**config.mk**
```make
export PLATFORM = sky130hd
export DESIGN_NAME = seg7_pattern_decoder
export DESIGN_NICKNAME = d
export VERILOG_FILES = /design/src/rtl/seg7_pattern_decoder.sv
export SDC_FILE = /design/constraint.sdc
export NUM_CORES = 1
export LEC_CHECK = 0
export BUFFER_PORTS_ARGS = -buffer_cell sky130_fd_sc_hd__clkbuf_2
export CORE_MARGIN = 1.5
export CORE_UTILIZATION = 30
export DETAILED_ROUTE_END_ITERATION = 7
export GPL_TIMING_DRIVEN = 0
export REMOVE_ABC_BUFFERS = 1
export SLEW_MARGIN = 30
export SYNTH_ARGS = -nofsm -noshare
export SYNTH_HDL_FRONTEND = slang
export SYNTH_SLANG_ARGS = --single-unit
```
**constraint.sdc**
```tcl
create_clock -name clock -period 3.2 [get_ports clock]
set_input_delay 0.64 -clock clock [delete_from_list [all_inputs] [get_ports clock]]
set_output_delay 0.64 -clock clock [all_outputs]
set_load 0.03 [all_outputs]
```
**src/rtl/seg7_pattern_decoder.sv**
```systemverilog
// seg7_pattern_decoder
// Recovers a 4-bit hex digit from an active-low 7-segment pattern
// (bit0 = a ... bit6 = g). The pattern is synchronised, must hold steady
// before it is reported, and illegal patterns are flagged and counted.
// Results leave through a valid/ready handshake.
//
// Ports:
//   clock      in   system clock, rising edge
//   resetn     in   asynchronous active-low reset
//   seg_in     in   [6:0] active-low segment pattern, asynchronous to clock
//   out_ready  in   consumer accepts result when high with out_valid
//   out_valid  out  result available
//   out_value  out  [3:0] decoded hex digit, 0 when out_err = 1
//   out_err    out  reported pattern is not a legal hex code
//   err_count  out  [ERR_W-1:0] saturating count of illegal reports
module seg7_pattern_decoder #(
  parameter int STABLE_CYCLES = 4,
  parameter int ERR_W         = 8
) (
  input  logic             clock,
  input  logic             resetn,
  input  logic [6:0]       seg_in,
  input  logic             out_ready,
  output logic             out_valid,
  output logic [3:0]       out_value,
  output logic             out_err,
  output logic [ERR_W-1:0] err_count
);

  localparam logic [6:0] BLANK = 7'h7F;
  localparam int         CNT_W = 8;
  localparam logic [CNT_W-1:0] STABLE_MAX = CNT_W'(STABLE_CYCLES);

  logic [6:0]       r_sync1;
  logic [6:0]       r_sync2;
  logic [6:0]       r_sync2_d;
  logic [6:0]       r_last;
  logic [CNT_W-1:0] r_cnt;
  logic             r_valid;
  logic [3:0]       r_value;
  logic             r_err;
  logic [ERR_W-1:0] r_err_cnt;

  logic       w_legal;
  logic [3:0] w_digit;
  logic       w_blank;
  logic       w_stable;
  logic       w_slot_free;
  logic       w_report;

  always_comb begin
    w_legal = 1'b1;
    w_digit = 4'h0;
    case (r_sync2)
      7'h40: w_digit = 4'h0;
      7'h79: w_digit = 4'h1;
      7'h24: w_digit = 4'h2;
      7'h30: w_digit = 4'h3;
      7'h19: w_digit = 4'h4;
      7'h12: w_digit = 4'h5;
      7'h02: w_digit = 4'h6;
      7'h78: w_digit = 4'h7;
      7'h00: w_digit = 4'h8;
      7'h10: w_digit = 4'h9;
      7'h08: w_digit = 4'hA;
      7'h03: w_digit = 4'hB;
      7'h46: w_digit = 4'hC;
      7'h21: w_digit = 4'hD;
      7'h06: w_digit = 4'hE;
      7'h0E: w_digit = 4'hF;
      default: w_legal = 1'b0;
    endcase
  end

  // The counter lags s2 by one cycle, so also require that s2 did not just
  // change; otherwise a pattern could be reported on the very cycle it
  // replaced the one that was actually held stable.
  assign w_blank     = (r_sync2 == BLANK);
  assign w_stable    = (r_cnt == STABLE_MAX) && (r_sync2 == r_sync2_d);
  assign w_slot_free = !r_valid || out_ready;
  assign w_report    = w_stable && (r_sync2 != r_last) && w_slot_free;

  always_ff @(posedge clock or negedge resetn) begin
    if (!resetn) begin
      r_sync1   <= BLANK;
      r_sync2   <= BLANK;
      r_sync2_d <= BLANK;
      r_cnt     <= '0;
    end else begin
      r_sync1   <= seg_in;
      r_sync2   <= r_sync1;
      r_sync2_d <= r_sync2;
      if (r_sync2 != r_sync2_d)
        r_cnt <= '0;
      else if (r_cnt != STABLE_MAX)
        r_cnt <= r_cnt + 1'b1;
    end
  end

  always_ff @(posedge clock or negedge resetn) begin
    if (!resetn) begin
      r_last    <= BLANK;
      r_valid   <= 1'b0;
      r_value   <= 4'h0;
      r_err     <= 1'b0;
      r_err_cnt <= '0;
    end else begin
      if (r_valid && out_ready)
        r_valid <= 1'b0;
      if (w_report) begin
        r_last <= r_sync2;
        // A blank only re-arms the decoder so the next digit is reported
        // even if it matches the one shown before the blank.
        if (!w_blank) begin
          r_valid <= 1'b1;
          r_value <= w_legal ? w_digit : 4'h0;
          r_err   <= !w_legal;
          if (!w_legal && (r_err_cnt != '1))
            r_err_cnt <= r_err_cnt + 1'b1;
        end
      end
    end
  end

  assign out_valid = r_valid;
  assign out_value = r_value;
  assign out_err   = r_err;
  assign err_count = r_err_cnt;

endmodule

```
After elaboration in Yosys (flattened, before gate mapping)
Cells that the tools add are included.
- muxes and demuxes: 8
- equality and inequality tests: 22
- bitwise gates (word level): 1
- $add $sub $neg: 2
- reduce and logical (&&, ||, !) cells: 13
- operator list (operator ; number):
    case mux 4 bit (15 select lines) ; 1
    == test 7 bit, second input constant ; 5
    == test 7 x 5 -> 1 bit, second input constant ; 3
    == test 7 x 6 -> 1 bit, second input constant ; 3
    adder 8 x 1 -> 8 bit, second input constant ; 2
    two-way mux 8 bit ; 2
    OR reduction 16 bit ; 1
    == test 7 x 2 -> 1 bit, second input constant ; 2
    == test 7 x 4 -> 1 bit, second input constant ; 2
    inequality test 7 bit ; 2
    == test 8 x 3 -> 1 bit, second input constant ; 1
    inequality test 8 x 3 -> 1 bit, second input constant ; 1
    inequality test 8 bit, second input constant ; 1
    == test 7 x 3 -> 1 bit, second input constant ; 1
    == test 7 bit ; 1
    logical NOT 7 bit ; 1
    logical AND 1 bit ; 5
    two-way mux 1 bit ; 4
    two-way mux 4 bit ; 1
    AND reduction 3 bit ; 1
    logical NOT 1 bit ; 2
    AND reduction 2 bit ; 1
    nonzero test 2 bit ; 1
    logical OR 1 bit ; 1
    inverter 1 bit ; 1
- register bits: 50
- output and inout port bits: 14
- bits of input ports: 10
- logic and storage cells: 55

Depth between registers and ports, before layout
- depth in word-level cells: 6
- mapped depth: 9
- depth with buffers taken out: 8

Worst setup path before layout
No wires, ideal clock.
- kind: register -> register
- start point: register r_cnt[0]
- end point: register r_err, in the netlist out_err
- data required time: 3.075 ns
- cell stages (with the launch flop): 9
- buffers on the path: 1
- setup slack: 1.006 ns
- library setup time: 0.125 ns
- arrival time: 2.069 ns
- period minus slack after synthesis: 2.194 ns
- cell sequence: dfrtp_1 -> inv_1 -> ha_1 -> nor4b_2 -> nand3_2 -> or2_4 -> nor4_4 -> buf_6 -> mux2_2
- word-level cells in the longest chain between the ends: 5
- RTL lines (element ; line ; source):
    from (decl) ; 38 ; logic [CNT_W-1:0] r_cnt;
    from (signal assigned) ; 96 ; r_cnt <= r_cnt + 1'b1;
    == test 8 x 3 -> 1 bit ; 79 ; assign w_stable = (r_cnt == STABLE_MAX) && (r_sync2 == r_sync2_d);
    logical AND 1 bit ; 79 ;
    logical AND 1 bit (2 in series) ; 81 ; assign w_report = w_stable && (r_sync2 != r_last) && w_slot_free;
    AND reduction 2 bit (no line) ; - ;
    to (signal assigned) ; 117 ; r_err <= !w_legal;
    to (decl) ; 41 ; logic r_err;
No other way between the ends.
A chain may end at the register's enable or synchronous reset.

Final worst setup path
- start point: register r_sync2[2]
- end point: register r_err_cnt[1], in the netlist err_count[1]
- word-level cells in the longest chain between the ends: 6
- elaborated cells on any way between the ends: 28
- classes of those cells: eq/ne: 18; mux: 1; bitwise: 1; reduce/logical: 8
- RTL lines (element ; line ; source):
    from (decl) ; 35 ; logic [6:0] r_sync2;
    from (signal assigned) ; 91 ; r_sync2 <= r_sync1;
    == test 7 x 4 -> 1 bit, or another cell as far along ; 54 ; case (r_sync2)
    OR reduction 16 bit (no line) ; - ;
    two-way mux 1 bit ; 54 ;
    logical NOT 1 bit ; 118 ; if (!w_legal && (r_err_cnt != '1))
    logical AND 1 bit ; 118 ;
    AND reduction 3 bit (no line) (*) ; - ;
    to (signal assigned) ; 119 ; r_err_cnt <= r_err_cnt + 1'b1;
    to (decl) ; 42 ; logic [ERR_W-1:0] r_err_cnt;
Mark *: on every way between the ends. The rest lies on a longest branch, timed or not.

==> key figures <==
Setup path
  • Worst Setup SP: r_sync2[2]
  • Worst setup path endpoint: err_count[1]
  • Setup CP Type: flip-flop to flip-flop
  • Reg2reg end: err_count[1]
  • R2R cell count: 6
  • Crit end category: flip-flop
  • Reg2Reg Launch Point: r_sync2[2]
  • WP data arrival: 3030 ps
  • R2r setup slk: 370 ps
  • Req. time, crit path: 3400 ps
  • Crit-path max FO: 14
  • Critical Path Source Type: flip-flop

Final layout
  • P&R area growth vs syn: 11.7%
  • Fin nets: 237
  • Layout cells sized above 1: 36.9%
  • Most frequent cells in the layout: dfstp_2, dfrtp_1, clkbuf_2
  • Final core utilization: 34.8%
  • Leading cell type in the layout, fill and taps excluded: dfstp_2
  • Fin area: 2710 um^2
  • Fillcell total: 802
  • Antenna diode count: 0

Clocking
  • Max Root-Sink Buffers: 2
  • Clock sinks: 50
  • Num CTS Buffers: 5
  • Cts repair resizes: 0
  • CTS Hold Bufs: 0
  • Setup bufs post-CTS: 0
  • CTS tree: done
  • Clock Pin Slew Worst Setup and Hold Paths: 100 ps
  • Htree depth: 2
  • CTS root buffer: clkbuf_8
  • Worst skew pair latency: 310 ps

Global route
  • Global-route wire length before repair: 7230 um
  • Initial antenna violation count: 0
  • Largest net degree at the start of global routing: 51
  • Vias in the first global route: 1506
  • Remaining Overflow, GRT: 0
  • GRT Total Usage: 10.6%

STA
  • WHS: 361 ps
  • Final min period: 2830 ps
  • Fmax: 0.353 GHz
  • Setup TNS: 0 ps
  • Rel. slew slack: 49.4%
  • RSZ-0062 raised after global routing: no
  • Final hold vios: 0
  • Clock Skews: 7.25 ps
  • Worst Tran Pin Value: 753 ps
  • Tcrit/Tclk final: 88.6%
  • Final setup vio count: 0
  • Pins Over Slew Limit: 0

Pwr
  • Register share of total power: 60.5%
  • P per Cell Area: 416 nW/um^2
  • Leakage power total: 1.12 nW
  • Int Power: 844 uW
  • Gate power share: 4.8%
  • Sw Pwr: 282 uW
  • Net Sw Frac: 25.0%
  • Clk pwr share: 34.7%
  • Worst ir drop on vdd: 269 uV

Die
  • Num rows: 32
  • Core area: 7770 um^2
  • Width of the die: 92.8 um
  • # IOs: 24
  • Die height: 92.8 um
  • Die area: 8620 um^2
  • Initial cell density of the core: 31.2%

Synth
  • Mapped Area: 2420 um^2
  • Mapped Cells: 204
  • Number of synthesized flops with an enable pin: 0
  • Register bit total from synthesis: 50
  • Yosys top cell by area: dfstp_2
  • Synth unique cells: 43
  • Syn Area/Cell: 11.9 um^2
  • Ys flop type: dfstp_2
  • Largest cells by area after synthesis: dfstp_2, dfrtp_1, xnor2_1, mux2_4, xor2_1
  • Seq/Total Area, Yosys: 53.1%
  • Syn. warnings: 0
  • Post-synth top area share: 30.4%
  • Asr flop ratio synth: 100%

Flow run
  • Max Cap Viol: 0

Drt
  • Total Wirelength: 4090 um
  • Post-route DRC: 0
  • Number of routed nets with antenna violations: 0
  • Initial DRC count: 48
  • DR pass1 iterations: 4
  • DR vias: 1555
  • Routed len/inst: 12.5 um
  • DR vias/cell: 4.76

Place
  • Post-DP Area: 2610 um^2
  • Buffers on Ports: 23
  • Final GP Congestion: 0.762
  • Dpl hpwl: 2780 um

Run status
  • Status: finished, final reports clean

Worst hold path
  • Min-delay worst type: flip-flop to flip-flop
[Yosys cell counts (3+ instances only)]
master / number
clkbuf_1: 3
nor3b_1: 5
nand3_1: 15
nor3_1: 5
mux2_4: 8
nand2_1: 10
xor2_1: 13
nand4_1: 5
a21oi_1: 6
dfrtp_1: 22
nor2_1: 17
buf_2: 5
ha_1: 3
nor4_1: 3
mux2_2: 5
dfstp_2: 28
o21ai_0: 4
xnor2_1: 15
[kinds of logic (layout without fill, tap and decap cells)]
group,count (synthesis),in the layout,share of synthesized area (%)
AND/OR/NAND/NOR,82,82,20.9
flip-flops,50,50,53.1
XOR/XNOR,28,28,10.1
AO/OA/AOI/OAI,16,16,4.24
multiplexers,13,13,7.29
buffers and inverters,12,33,2.74
adder cells (fa/ha/maj),3,3,1.55
[final cells by class]
type / count / area [um^2] / area share [%]
sequential: 50 / 1290 / 47.5
multi-input combinational: 142 / 1070 / 39.5
tap: 102 / 128 / 4.72
timing repair buffer: 23 / 118 / 4.35
clock buffer: 5 / 68.8 / 2.54
clock inverter: 3 / 28.8 / 1.06
inverter: 2 / 7.51 / 0.278
[worst min-delay path by stage]
stage          startpoint            to  slack (ps)  depth (start not counted)
2_1_floorplan      resetn  err_count[0]         340                          0
3_3_place_gp   r_sync1[5]    r_sync2[5]         350                          0
3_5_place_dp   r_sync1[5]    r_sync2[5]         350                          0
4_1_cts        r_sync1[5]    r_sync2[5]         360                          0
5_1_grt        r_sync1[5]    r_sync2[5]         370                          0
6_report       r_sync1[5]    r_sync2[5]         360                          0
[registers in the layout, summed over array words and instances, names as in the netlist]
signal	cells
err_count	8
r_cnt	8
r_last	7
r_sync1	7
r_sync2	7
r_sync2_d	7
out_value	4
out_err	1
out_valid	1
[critical path, cell delays in order (launching register included)]
cell	delay [ps]
dfstp_2	710
xor2_1	120
nor4_2	400
nand4_4	250
nor4_4	690
nand3_2	200
mux2_4	340
[per-layer routing]
metal  share of wire (%)  up-vias  global-route usage [%]
li1                    -      756                       -
met1                  48      764                    14.0
met2                  48       31                    16.5
met3                 3.4        4                    2.96
met4                0.81        0                    3.54
met5                   0        -                       0
[stage by stage]
step,power (mW),setup WS (ps),std cells
after global placement,0.746,349,319
after detailed placement,0.748,323,319
final,1.13,366,327
after global routing,1.18,155,327
after CTS,1.15,307,327
after floorplan,0.718,767,194
[power by group through the flow]
stage          logic, mW  clock network, mW  registers, mW
4_1_cts           0.0559              0.412          0.681
5_1_grt           0.0625              0.436          0.685
6_report          0.0540              0.391          0.681
3_3_place_gp      0.0548                  0          0.691
3_5_place_dp      0.0558                  0          0.692
2_1_floorplan     0.0332                  0          0.685
Note: power is estimated with default switching activity, not from simulation.
